--- config.mk ---
export PLATFORM = sky130hd
export DESIGN_NAME = seg7_scan_mux
export DESIGN_NICKNAME = d
export VERILOG_FILES = /design/src/rtl/seg7_pkg.sv /design/src/rtl/seg7_slot_timer.sv /design/src/rtl/seg7_scan_mux.sv
export SDC_FILE = /design/constraint.sdc
export NUM_CORES = 1
export LEC_CHECK = 0
export ABC_AREA = 1
export CAP_MARGIN = 20
export CORE_UTILIZATION = 25
export DETAILED_ROUTE_END_ITERATION = 8
export SYNTH_ARGS = -nofsm -noshare
export SYNTH_HDL_FRONTEND = slang
export SYNTH_SLANG_ARGS = --single-unit
--- constraint.sdc ---
create_clock -name clk -period 2 [get_ports clk]
set_input_delay 0.3 -clock clk [delete_from_list [all_inputs] [get_ports clk]]
set_output_delay 0.3 -clock clk [all_outputs]
set_load 0.05 [all_outputs]
--- src/rtl/seg7_pkg.sv ---
// Shared constants for the 7-segment scan path: FSM encoding, inactive levels, nibble width.
// Combinational helpers only; no state.
package seg7_pkg;

  localparam logic [0:0] ST_BLANK = 1'b0;
  localparam logic [0:0] ST_DRIVE = 1'b1;

  // Common-anode display: anodes and dp segment are active-low.
  localparam logic AN_OFF = 1'b1;
  localparam logic DP_OFF = 1'b1;

  localparam int DIG_W = 4;

  function automatic int idx_w(input int n);
    return (n > 1) ? $clog2(n) : 1;
  endfunction

endpackage

--- src/rtl/seg7_slot_timer.sv ---
// Slot/digit timebase: slot counter wrapping every SLOT_CYC cycles, digit index wrapping every frame.
// Strobes are combinational and describe what the next clock edge does; no backpressure.
module seg7_slot_timer
  import seg7_pkg::*;
#(
  parameter int N_DIGITS  = 4,
  parameter int SLOT_CYC  = 50000,
  parameter int BLANK_CYC = 500
) (
  input  logic                         clk,
  input  logic                         rst,
  output logic [idx_w(N_DIGITS)-1:0]   idx,
  output logic [idx_w(N_DIGITS)-1:0]   next_idx,
  output logic                         slot_start,
  output logic                         drive_start,
  output logic                         frame_wrap
);

  localparam int CW = $clog2(SLOT_CYC);
  localparam int IW = idx_w(N_DIGITS);
  localparam logic [CW-1:0] CNT_LAST = CW'(SLOT_CYC - 1);
  localparam logic [CW-1:0] CNT_DRV  = CW'(BLANK_CYC - 1);
  localparam logic [IW-1:0] IDX_LAST = IW'(N_DIGITS - 1);

  logic [CW-1:0] cnt;

  // Strobes fire one cycle early so the outputs they load are registered on the boundary itself.
  assign slot_start  = (cnt == CNT_LAST);
  assign drive_start = (cnt == CNT_DRV);
  assign frame_wrap  = slot_start && (idx == IDX_LAST);
  assign next_idx    = (idx == IDX_LAST) ? '0 : idx + 1'b1;

  always_ff @(posedge clk) begin
    if (rst) begin
      cnt <= '0;
      idx <= '0;
    end else if (slot_start) begin
      cnt <= '0;
      idx <= next_idx;
    end else begin
      cnt <= cnt + 1'b1;
    end
  end

endmodule

--- src/rtl/seg7_scan_mux.sv ---
// Scans an N-digit hex value onto a shared 7-seg decoder with blanking, tear-free frame updates and zero suppression.
// Outputs registered; load is always accepted, new values show from the next frame boundary.
module seg7_scan_mux
  import seg7_pkg::*;
#(
  parameter int N_DIGITS  = 4,
  parameter int SLOT_CYC  = 50000,
  parameter int BLANK_CYC = 500
) (
  input  logic                        clk,
  input  logic                        rst,
  input  logic [DIG_W*N_DIGITS-1:0]   value,
  input  logic [N_DIGITS-1:0]         dp_in,
  input  logic                        load,
  input  logic                        blank_lz,
  output logic [DIG_W-1:0]            X,
  output logic [N_DIGITS-1:0]         an,
  output logic                        dp,
  output logic                        frame_done
);

  localparam int IW = idx_w(N_DIGITS);
  localparam logic [N_DIGITS-1:0] AN_ONE = N_DIGITS'(1);

  logic [IW-1:0]               idx, next_idx;
  logic                        slot_start, drive_start, frame_wrap;
  logic [0:0]                  state;
  logic [DIG_W*N_DIGITS-1:0]   pend_val, act_val, act_val_nxt;
  logic [N_DIGITS-1:0]         pend_dp, act_dp, act_dp_nxt;
  logic                        pend_valid;
  logic [N_DIGITS-1:0]         supp;
  logic                        hi_zero;

  seg7_slot_timer #(
    .N_DIGITS (N_DIGITS),
    .SLOT_CYC (SLOT_CYC),
    .BLANK_CYC(BLANK_CYC)
  ) u_timer (
    .clk        (clk),
    .rst        (rst),
    .idx        (idx),
    .next_idx   (next_idx),
    .slot_start (slot_start),
    .drive_start(drive_start),
    .frame_wrap (frame_wrap)
  );

  assign frame_done = frame_wrap & ~rst;

  // A load landing on the boundary bypasses pending so it is not delayed a whole frame.
  always_comb begin
    act_val_nxt = act_val;
    act_dp_nxt  = act_dp;
    if (frame_wrap) begin
      if (load) begin
        act_val_nxt = value;
        act_dp_nxt  = dp_in;
      end else if (pend_valid) begin
        act_val_nxt = pend_val;
        act_dp_nxt  = pend_dp;
      end
    end
  end

  always_comb begin
    hi_zero = 1'b1;
    supp    = '0;
    for (int i = N_DIGITS - 1; i > 0; i--) begin
      hi_zero = hi_zero & (act_val[i*DIG_W +: DIG_W] == '0);
      supp[i] = blank_lz & hi_zero;
    end
  end

  always_ff @(posedge clk) begin
    if (rst) begin
      pend_val   <= '0;
      pend_dp    <= '0;
      pend_valid <= 1'b0;
      act_val    <= '0;
      act_dp     <= '0;
      state      <= ST_BLANK;
      X          <= '0;
      an         <= {N_DIGITS{AN_OFF}};
      dp         <= DP_OFF;
    end else begin
      act_val <= act_val_nxt;
      act_dp  <= act_dp_nxt;
      if (frame_wrap) begin
        pend_valid <= 1'b0;
      end else if (load) begin
        pend_val   <= value;
        pend_dp    <= dp_in;
        pend_valid <= 1'b1;
      end

      // Digit data changes while anodes are dark so the decoder settles before the digit lights.
      if (slot_start) begin
        state <= ST_BLANK;
        an    <= {N_DIGITS{AN_OFF}};
        X     <= act_val_nxt[next_idx*DIG_W +: DIG_W];
        dp    <= ~act_dp_nxt[next_idx];
      end else if (drive_start && state == ST_BLANK) begin
        state <= ST_DRIVE;
        if (supp[idx]) begin
          an <= {N_DIGITS{AN_OFF}};
          dp <= DP_OFF;
        end else begin
          an <= ~(AN_ONE << idx);
        end
      end
    end
  end

endmodule

==> impl_summary.txt, run 1 <==
----------------------------------------------------
[Run status]
  Run status ... finished, final reports clean

[Worst setup path]
  Worst setup path endpoint ... frame_done
  Crit Reg-Reg Endpoint ... pend_val[6]
  Largest stage delay on the critical path ... approximately 0.38 ns
  Crit end category ... primary output
  Count of buffering cells on the critical path with inverters included ... 2
  Critical Path AT ... 1.60 ns
  Critical path start-end classification ... flip-flop to primary output
  Critical path startpoint ... u_timer.cnt[0]
  Critical path data required time ... around 1.7 ns
  Cell Chain, Critical Path ... ha_4, inv_1, nor2_4, nand3_2, nor2_4, nand2_4, nor2_4, buf_12
  Logic depth of the worst path, buffers included ... 8
  R2r setup slk ... 0.21 ns
  Top cell by count, worst path ... sky130_fd_sc_hd__nor2_4
  Slowest stage cell on the critical path ... sky130_fd_sc_hd__dfxtp_2
  Worst Reg-to-Reg Cells ... 11
  Critical path peak fanout ... 4
  Worst Setup Start Kind ... flip-flop
  Dominant delay contributor by cell family on the critical path ... simple AND/OR/NAND/NOR gates
  Startpoint of the most critical register-to-register path ... u_timer.cnt[0]

[Global routing]
  Met2 track utilization from global routing ... 20.9%
  Antenna violations before repair ... 0
  Met1 layer usage reported by global route ... 16.4%
  Global-route track usage on met3 ... 1.89%
  Top Usage Layer GRT ... met2
  Residual overflow from global routing ... 0
  Pin count of the biggest net entering global routing ... 30
  Total track usage ... 12.6%
  Number of global-route vias before repair ... a little over 3k
  Global-route wire length before repair ... 14700 um

[Floorplan]
  IO Count ... 34
  Vertical extent of the die ... about 120 um
  Die outline width ... 120 um
  Area inside the core boundary ... 13500 um2
  Initial standard-cell utilization of the core ... 26.1%
  Area enclosed by the die boundary ... about 15000 um2
  Standard-cell rows ... 42

[Logic synthesis]
  Proportion of register bits with asynchronous set or reset after synthesis ... 0%
  Portion of the post-synthesis area used by sequential elements ... 39.4%
  Summed instance area of the synthesized netlist ... 3510 um2
  Dominant cell type by area after synthesis ... sky130_fd_sc_hd__dfxtp_1
  Portion of synthesized cell area occupied by the leading cell type ... 39.4%
  Commonest cells in the synthesized netlist ... sky130_fd_sc_hd__nand2_1, sky130_fd_sc_hd__dfxtp_1, sky130_fd_sc_hd__inv_1
  Largest cells by area after synthesis ... sky130_fd_sc_hd__dfxtp_1, sky130_fd_sc_hd__nand2_1, sky130_fd_sc_hd__o21ai_0, sky130_fd_sc_hd__inv_1, sky130_fd_sc_hd__a21oi_1
  Number of synthesized flops with an enable pin ... 0
  Count of different cell masters after synthesis ... 33
  Yosys warning total ... 0
  Leading register cell type out of synthesis ... sky130_fd_sc_hd__dfxtp_1
  Post-Syn Nets ... 530
  Most frequent cell after synthesis ... sky130_fd_sc_hd__nand2_1
  Number of standard cells after synthesis ... 501
  Register bit count reported by yosys ... between 60 and 70
  Post-synthesis area per instance ... 7.00 um2

[Worst hold path]
  Number of instances on the worst hold path ... 2
  Worst min-delay path class ... flip-flop to flip-flop

[Placed design]
  GPL Wtd Cong ... ~0.86
  Cell count after placement ... 700
  Number of port buffers ... 33
  Post-detail-place hpwl ... 6380 um

[Clocking]
  Maximum clock insertion buffer count ... 2
  Cell at the root of the clock tree ... sky130_fd_sc_hd__clkbuf_16
  Total number of clock tree sinks ... 69
  Cts-stage hold buffer count ... 0
  TritonCTS clock tree ... done
  CTS clk-pin slew, worst paths ... 0.06 ns
  H-tree depth ... 3
  Number of CTS-inserted buffers ... 9
  Clock insertion delay at the later pin of the skew report ... 0.32 ns

[Timing]
  Final count of negative-setup-slack endpoints ... 0
  Min Clock Period, post-route ... around 1.9 ns
  Worst Hold Margin ... ~0.45 ns
  Final-report max-slew violation count ... 0
  Pin slew with the least headroom to its limit ... 0.499 ns
  Worst slew margin ... between 60% and 70%
  Fin crit share ... 95.1%
  Highest Clock Rate ... 0.526 GHz
  Final Hold Fails ... 0
  Final worst clock skew ... 0.00806 ns
  Post-route setup TNS ... 0 ns

[Layout]
  Ratio of cells with drive above 1 in the final layout ... 11.8%
  Util after Layout ... 33.0%
  Diode insertion count for antenna repair ... 0
  Synthesis-to-layout area growth ... 26.7%
  Number of nets in the layout ... 565
  Post-route non-filler standard cell count ... 717

[Route]
  Number of DRC markers after the initial detailed-route iteration ... 150
  Number of DRC violations after detailed routing ... 0
  Wire length reported by the detailed router ... 8630 um
  DRT Pass-1 Iters ... 5
  Average wire per cell in the routed design ... 12.0 um
  Routed vias ... 3272
  Detail-routed via count per cell ... 4.56
  Remaining antenna violation count after routing ... 0

[Power and ir drop]
  Max rail drop VDD ... 433 uV
  Pwr dens ... 798 nW/um2
  Static leakage power ... 0.00173 uW

[Flow run]
  Max_cap viols ... 0

----------------------------------------------------
-- cells in the final DEF, fill, tap and decap left out, types with 2 or more instances in the layout --
cell / n
sky130_fd_sc_hd__a211oi_2: 8
sky130_fd_sc_hd__a21oi_1: 44
sky130_fd_sc_hd__a31oi_1: 2
sky130_fd_sc_hd__buf_12: 2
sky130_fd_sc_hd__buf_4: 13
sky130_fd_sc_hd__bufinv_16: 3
sky130_fd_sc_hd__clkbuf_16: 9
sky130_fd_sc_hd__clkbuf_8: 2
sky130_fd_sc_hd__clkdlybuf4s50_1: 32
sky130_fd_sc_hd__dfxtp_1: 65
sky130_fd_sc_hd__dfxtp_2: 4
sky130_fd_sc_hd__ha_1: 3
sky130_fd_sc_hd__inv_1: 60
sky130_fd_sc_hd__inv_2: 3
sky130_fd_sc_hd__nand2_1: 91
sky130_fd_sc_hd__nand2_2: 4
sky130_fd_sc_hd__nand2_4: 2
sky130_fd_sc_hd__nand3_1: 34
sky130_fd_sc_hd__nand3b_1: 2
sky130_fd_sc_hd__nand4_1: 12
sky130_fd_sc_hd__nor2_1: 56
sky130_fd_sc_hd__nor2_2: 4
sky130_fd_sc_hd__nor2_4: 4
sky130_fd_sc_hd__nor3_1: 6
sky130_fd_sc_hd__o211ai_1: 3
sky130_fd_sc_hd__o21ai_0: 54
sky130_fd_sc_hd__o21bai_1: 2
sky130_fd_sc_hd__o22ai_1: 5
-- layer usage --
layer / part of all wire [%] / wire (um)
met1: 48 / 4120
met2: 46 / 4000
met3: 4.5 / 386
met4: 1.5 / 127
met5: 0 / 0
-- power breakdown --
group | internal (uW) | leakage, uW | switching, uW
sequential | 1410 | 0.000564 | 19.1
clock | 1290 | 0.000172 | 600
combinational | 104 | 0.000998 | 126
-- layout make-up --
| cell class | count | area, um2 |
|---|---|---|
| Fill cell | 1447 | 9010 |
| Multi-Input combinational cell | 345 | 1780 |
| Sequential cell | 69 | 1390 |
| Timing Repair Buffer | 47 | 458 |
| Clock buffer | 11 | 253 |
| Inverter | 64 | 240 |
| Tap cell | 176 | 220 |
| Clock inverter | 5 | 106 |
-- state kept, by name, indices dropped and copies added, names as in the netlist --
register / flops
pend_valid: 1
u_timer.idx: 2
act_dp: 4
state: 1
u_timer.cnt: 16
pend_val: 16
act_val: 16
an: 4
X: 4
pend_dp: 4
dp: 1
-- timing repair --
action / 4_1_cts / 5_1_grt
endpoints found under the setup margin: 1 / 10
resized for setup: 2 / 6
pin swaps: 1 / 2
setup buffers: 1 / 0
-- worst min-delay path by stage --
stage / start / end / slack, ns
after floorplan: pend_val[0] / pend_val[0] / 0.43
after global placement: pend_val[15] / pend_val[15] / 0.44
after detailed placement: pend_val[0] / pend_val[0] / 0.44
after CTS: u_timer.cnt[0] / u_timer.cnt[0] / 0.44
after global routing: pend_val[14] / pend_val[14] / 0.46
final: pend_val[14] / pend_val[14] / 0.45
-- kinds of logic (layout without fill, tap and decap cells) --
logic type	Yosys count	after routing	synth area share (%)
adder cells (fa/ha/maj)	5	5	1.78
AO/OA/AOI/OAI	120	120	19.6
flip-flops	69	69	39.4
multiplexers	1	1	0.285
XOR/XNOR	2	2	0.499
AND/OR/NAND/NOR	217	217	27.9
buffers and inverters	87	127	10.5
-- metrics by stage --
stage / power (uW) / worst slack, ns / instance area [um2]
4_1_cts: 3590 / 0.0273 / 4430
2_1_floorplan: 1590 / 0.0557 / 3510
6_report: 3550 / 0.0986 / 4440
5_1_grt: 3680 / -0.00401 / 4440
3_5_place_dp: 1690 / 0.142 / 4050
3_3_place_gp: 1680 / 0.171 / 4050
-- tightest hold or removal path: stages, from the launching register on --
cell and delay, ns:
sky130_fd_sc_hd__dfxtp_1 0.29, sky130_fd_sc_hd__inv_1 0.06, sky130_fd_sc_hd__a21oi_1 0.05
No activity file was read; power rests on OpenSTA's default activity.
==> run 2: changes to the inputs <==
--- a/config.mk
+++ b/config.mk
@@ -8,6 +8,7 @@
 export ABC_AREA = 1
 export CAP_MARGIN = 20
 export CORE_UTILIZATION = 25
+export CTS_BUF_LIST = sky130_fd_sc_hd__clkbuf_4
 export DETAILED_ROUTE_END_ITERATION = 8
 export SYNTH_ARGS = -nofsm -noshare
 export SYNTH_HDL_FRONTEND = slang
==> constraint.sdc (replaced) <==
create_clock -name clk -period 2.01 [get_ports clk]
set_input_delay 0.3015 -clock clk [delete_from_list [all_inputs] [get_ports clk]]
set_output_delay 0.3015 -clock clk [all_outputs]
set_load 0.05 [all_outputs]
==> run 2 against run 1 <==
  * Clock skew increased by 0.0073 ns
  * Register-to-register slack improved by 0.05 ns
  * Sequential share of layout area up 1.7 points
  * Final cell count up 0.14%
  * Global-route usage shrank 0.20 points
  * Sequential power about the same
  * Total power down 29%
  * Clock-buffer cell count shrank 1
  * Critical path depth did not move
  * Combinational power hardly changed
==> impl_summary.txt, run 2 (synthesis gave the netlist of run 1 again) <==
----------------------------------------------------
[Worst setup path]
  Critical path startpoint ... u_timer.cnt[1] (was u_timer.cnt[0])
  Worst Setup Start Kind ... flip-flop (unchanged)
  Cell Chain, Critical Path ... ha_4, inv_2, nor2_4, nand3_2, nor2_4, nand2_4, nor2_4, buf_12 (was ha_4, inv_1, nor2_4, nand3_2, nor2_4, nand2_4, nor2_4, buf_12)
  Worst Reg-to-Reg Cells ... 11 (unchanged)
  Critical path peak fanout ... 3 (was 4)
  R2r setup slk ... 0.26 ns (was 0.21 ns)
  Largest stage delay on the critical path ... 0.38 ns (about the same)
  Top cell by count, worst path ... sky130_fd_sc_hd__nor2_4 (unchanged)
  Startpoint of the most critical register-to-register path ... u_timer.cnt[1] (was u_timer.cnt[0])
  Critical path data required time ... 1.71 ns (was 1.70 ns)
  Slowest stage cell on the critical path ... sky130_fd_sc_hd__dfxtp_2 (unchanged)
  Crit Reg-Reg Endpoint ... pend_val[6] (unchanged)
  Critical path start-end classification ... flip-flop to primary output (unchanged)
  Crit end category ... primary output (unchanged)
  Critical Path AT ... 1.66 ns (was 1.60 ns)

[Power and ir drop]
  Net switching component of the power ... 634 uW (was 745 uW)
  Combinational share of power ... 9.2% (was 6.5%)
  Static leakage power ... 0.00165 uW (was 0.00173 uW)
  Clk network pwr share ... 34.6% (was 53.2%)
  Pwr dens ... 594 nW/um2 (was 798 nW/um2)
  Share of power burned in registers ... 56.2% (was 40.3%)
  Sw frac ... 25.2% (was 21.0%)
  Max rail drop VDD ... 290 uV (was 433 uV)
  Internal portion of total power ... 1890 uW (was 2800 uW)

[Timing]
  Highest Clock Rate ... 0.511 GHz
  RSZ-0062 raised after global routing ... yes
  Worst slew margin ... 66.5% (was 66.7%)
  Fin worst setup slack ... 0.0527 ns (was 0.0986 ns)
  Final count of negative-setup-slack endpoints ... 0 (unchanged)
  Min Clock Period, post-route ... 1.96 ns
  Final worst clock skew ... 0.0153 ns (was 0.00806 ns)
  Fin crit share ... 97.4%
  Post-route setup TNS ... 0 ns (unchanged)
  Final-report max-slew violation count ... 0 (unchanged)
  Pin slew with the least headroom to its limit ... 0.500 ns (was 0.499 ns)
  Final Hold Fails ... 0 (unchanged)

[Clocking]
  H-tree depth ... 3 (unchanged)
  CTS clk-pin slew, worst paths ... 0.12 ns (was 0.06 ns)
  Total number of clock tree sinks ... 69 (unchanged)
  Clock insertion delay at the later pin of the skew report ... 0.41 ns (was 0.32 ns)
  Maximum clock insertion buffer count ... 2 (unchanged)
  TritonCTS clock tree ... done (unchanged)
  Cell at the root of the clock tree ... sky130_fd_sc_hd__clkbuf_4 (was sky130_fd_sc_hd__clkbuf_16)
  Number of CTS-inserted buffers ... 9 (unchanged)

[Layout]
  Ratio of cells with drive above 1 in the final layout ... 13.1% (was 11.8%)
  Util after Layout ... 31.5% (was 33.0%)
  Fill cell count ... 1474 (was 1447)
  Largest registers ranked by flip-flop count ... act_val (16), pend_val (16), u_timer.cnt (16) (unchanged)
  Synthesis-to-layout area growth ... 20.9% (was 26.7%)
  Post-route non-filler standard cell count ... 718 (was 717)
  Flip-flop and latch area ... 1390 um2 (about the same)
  Diode insertion count for antenna repair ... 0 (unchanged)
  Total area of multi-input combinational cells ... 1790 um2 (was 1780 um2)
  Most frequent cells in the layout ... sky130_fd_sc_hd__nand2_1, sky130_fd_sc_hd__dfxtp_1, sky130_fd_sc_hd__inv_1 (unchanged)
  Number of nets in the layout ... 567 (was 565)
  Most common cell after layout, fill and taps aside ... sky130_fd_sc_hd__nand2_1 (unchanged)

[Route]
  Remaining antenna violation count after routing ... 0 (unchanged)
  Routed vias ... 3238 (was 3272)
  Detail-routed via count per cell ... 4.51 (was 4.56)
  Number of DRC markers after the initial detailed-route iteration ... 178 (was 150)
  Average wire per cell in the routed design ... 11.8 um (was 12.0 um)
  Number of DRC violations after detailed routing ... 0 (unchanged)
  DRT Pass-1 Iters ... 4 (was 5)
  Wire length reported by the detailed router ... 8470 um (was 8630 um)

[Global routing]
  Global-route wire length before repair ... 14400 um (was 14700 um)
  Pin count of the biggest net entering global routing ... 30 (unchanged)
  Total track usage ... 12.4% (was 12.6%)
  Antenna violations before repair ... 0 (unchanged)
  Number of global-route vias before repair ... 3155 (was 3118)
  Residual overflow from global routing ... 0 (unchanged)

[Floorplan]
  Initial standard-cell utilization of the core ... 26.1% (unchanged)
  Standard-cell rows ... 42 (unchanged)
  Area inside the core boundary ... 13500 um2 (unchanged)
  IO Count ... 34 (unchanged)
  Die outline width ... 120 um (unchanged)
  Vertical extent of the die ... 120 um (unchanged)
  Area enclosed by the die boundary ... 14500 um2 (unchanged)

[Placed design]
  Post-place setup slack ... 0.152 ns (was 0.142 ns)
  Post-detail-place hpwl ... 6370 um (was 6380 um)
  GPL Wtd Cong ... 0.854 (was 0.858)
  Cell count after placement ... 700 (unchanged)
  Number of port buffers ... 33 (unchanged)

[Worst hold path]
  Number of instances on the worst hold path ... 2 (unchanged)
  HP Start ... pend_val[14] (unchanged)
  Worst min-delay path class ... flip-flop to flip-flop (unchanged)
  Hold endpoint ... pend_val[14] (unchanged)

[Run status]
  Run status ... finished, final reports clean (unchanged)

[Flow run]
  Max_cap viols ... 0 (unchanged)

----------------------------------------------------
[run 2: routing by layer]
| layer | GRT usage (%) | wire length, um | vias to the layer above |
|---|---|---|---|
| li1 | - | - | 1723 |
| met1 | 15.3 | 4090 | 1442 |
| met2 | 21.3 | 3890 | 60 |
| met3 | 2.36 | 371 | 13 |
| met4 | 5.02 | 120 | 0 |
| met5 | 0 | 0 | - |
[run 2: metrics by stage]
| stage | power, uW | hold WS (ns) | instance area [um2] |
|---|---|---|---|
| after floorplan | 1590 | 0.429 | 3510 |
| after global placement | 1670 | 0.440 | 4050 |
| after detailed placement | 1680 | 0.446 | 4050 |
| after CTS | 2560 | 0.464 | 4230 |
| after global routing | 2650 | 0.482 | 4240 |
| final | 2520 | 0.459 | 4240 |
[run 2: how the worst max path moves through the flow]
stage | endpoint | slack (ns)
final | frame_done | 0.05
after global routing | frame_done | -0.03
after CTS | frame_done | 0.003
after detailed placement | X[2] | 0.15
after global placement | act_dp[1] | 0.18
after floorplan | frame_done | 0.06
[run 2: timing repair]
item,4_1_cts,5_1_grt
hold buffers,0,0
hold endpoints to repair,0,0
resized for setup,11,5
pin swaps,4,3
setup endpoints to repair,1,1
buffers inserted,3,0
[run 2: layout make-up]
type / instances / share of cell area, %
multi-input cells: 345 / 42.1
clock inverters: 5 / 1.24
clock buffers: 10 / 1.77
flip-flops and latches: 69 / 32.9
inverters: 64 / 5.67
repair buffers: 49 / 11.2
well taps: 176 / 5.19
[run 2: critical path: cells and delay by family, from the launching register on]
family,cells,cell delay (ns)
flops,1,0.38
buf+inv,2,0.19
fa+ha+maj,1,0.15
simple gates,5,0.52
[run 2: power by group through the flow]
stage / logic, uW / registers [uW] / clock network, uW
2_1_floorplan: 142 / 1440 / 0
6_report: 232 / 1420 / 871
4_1_cts: 234 / 1420 / 904
3_5_place_dp: 227 / 1450 / 0
3_3_place_gp: 224 / 1450 / 0
5_1_grt: 264 / 1420 / 958
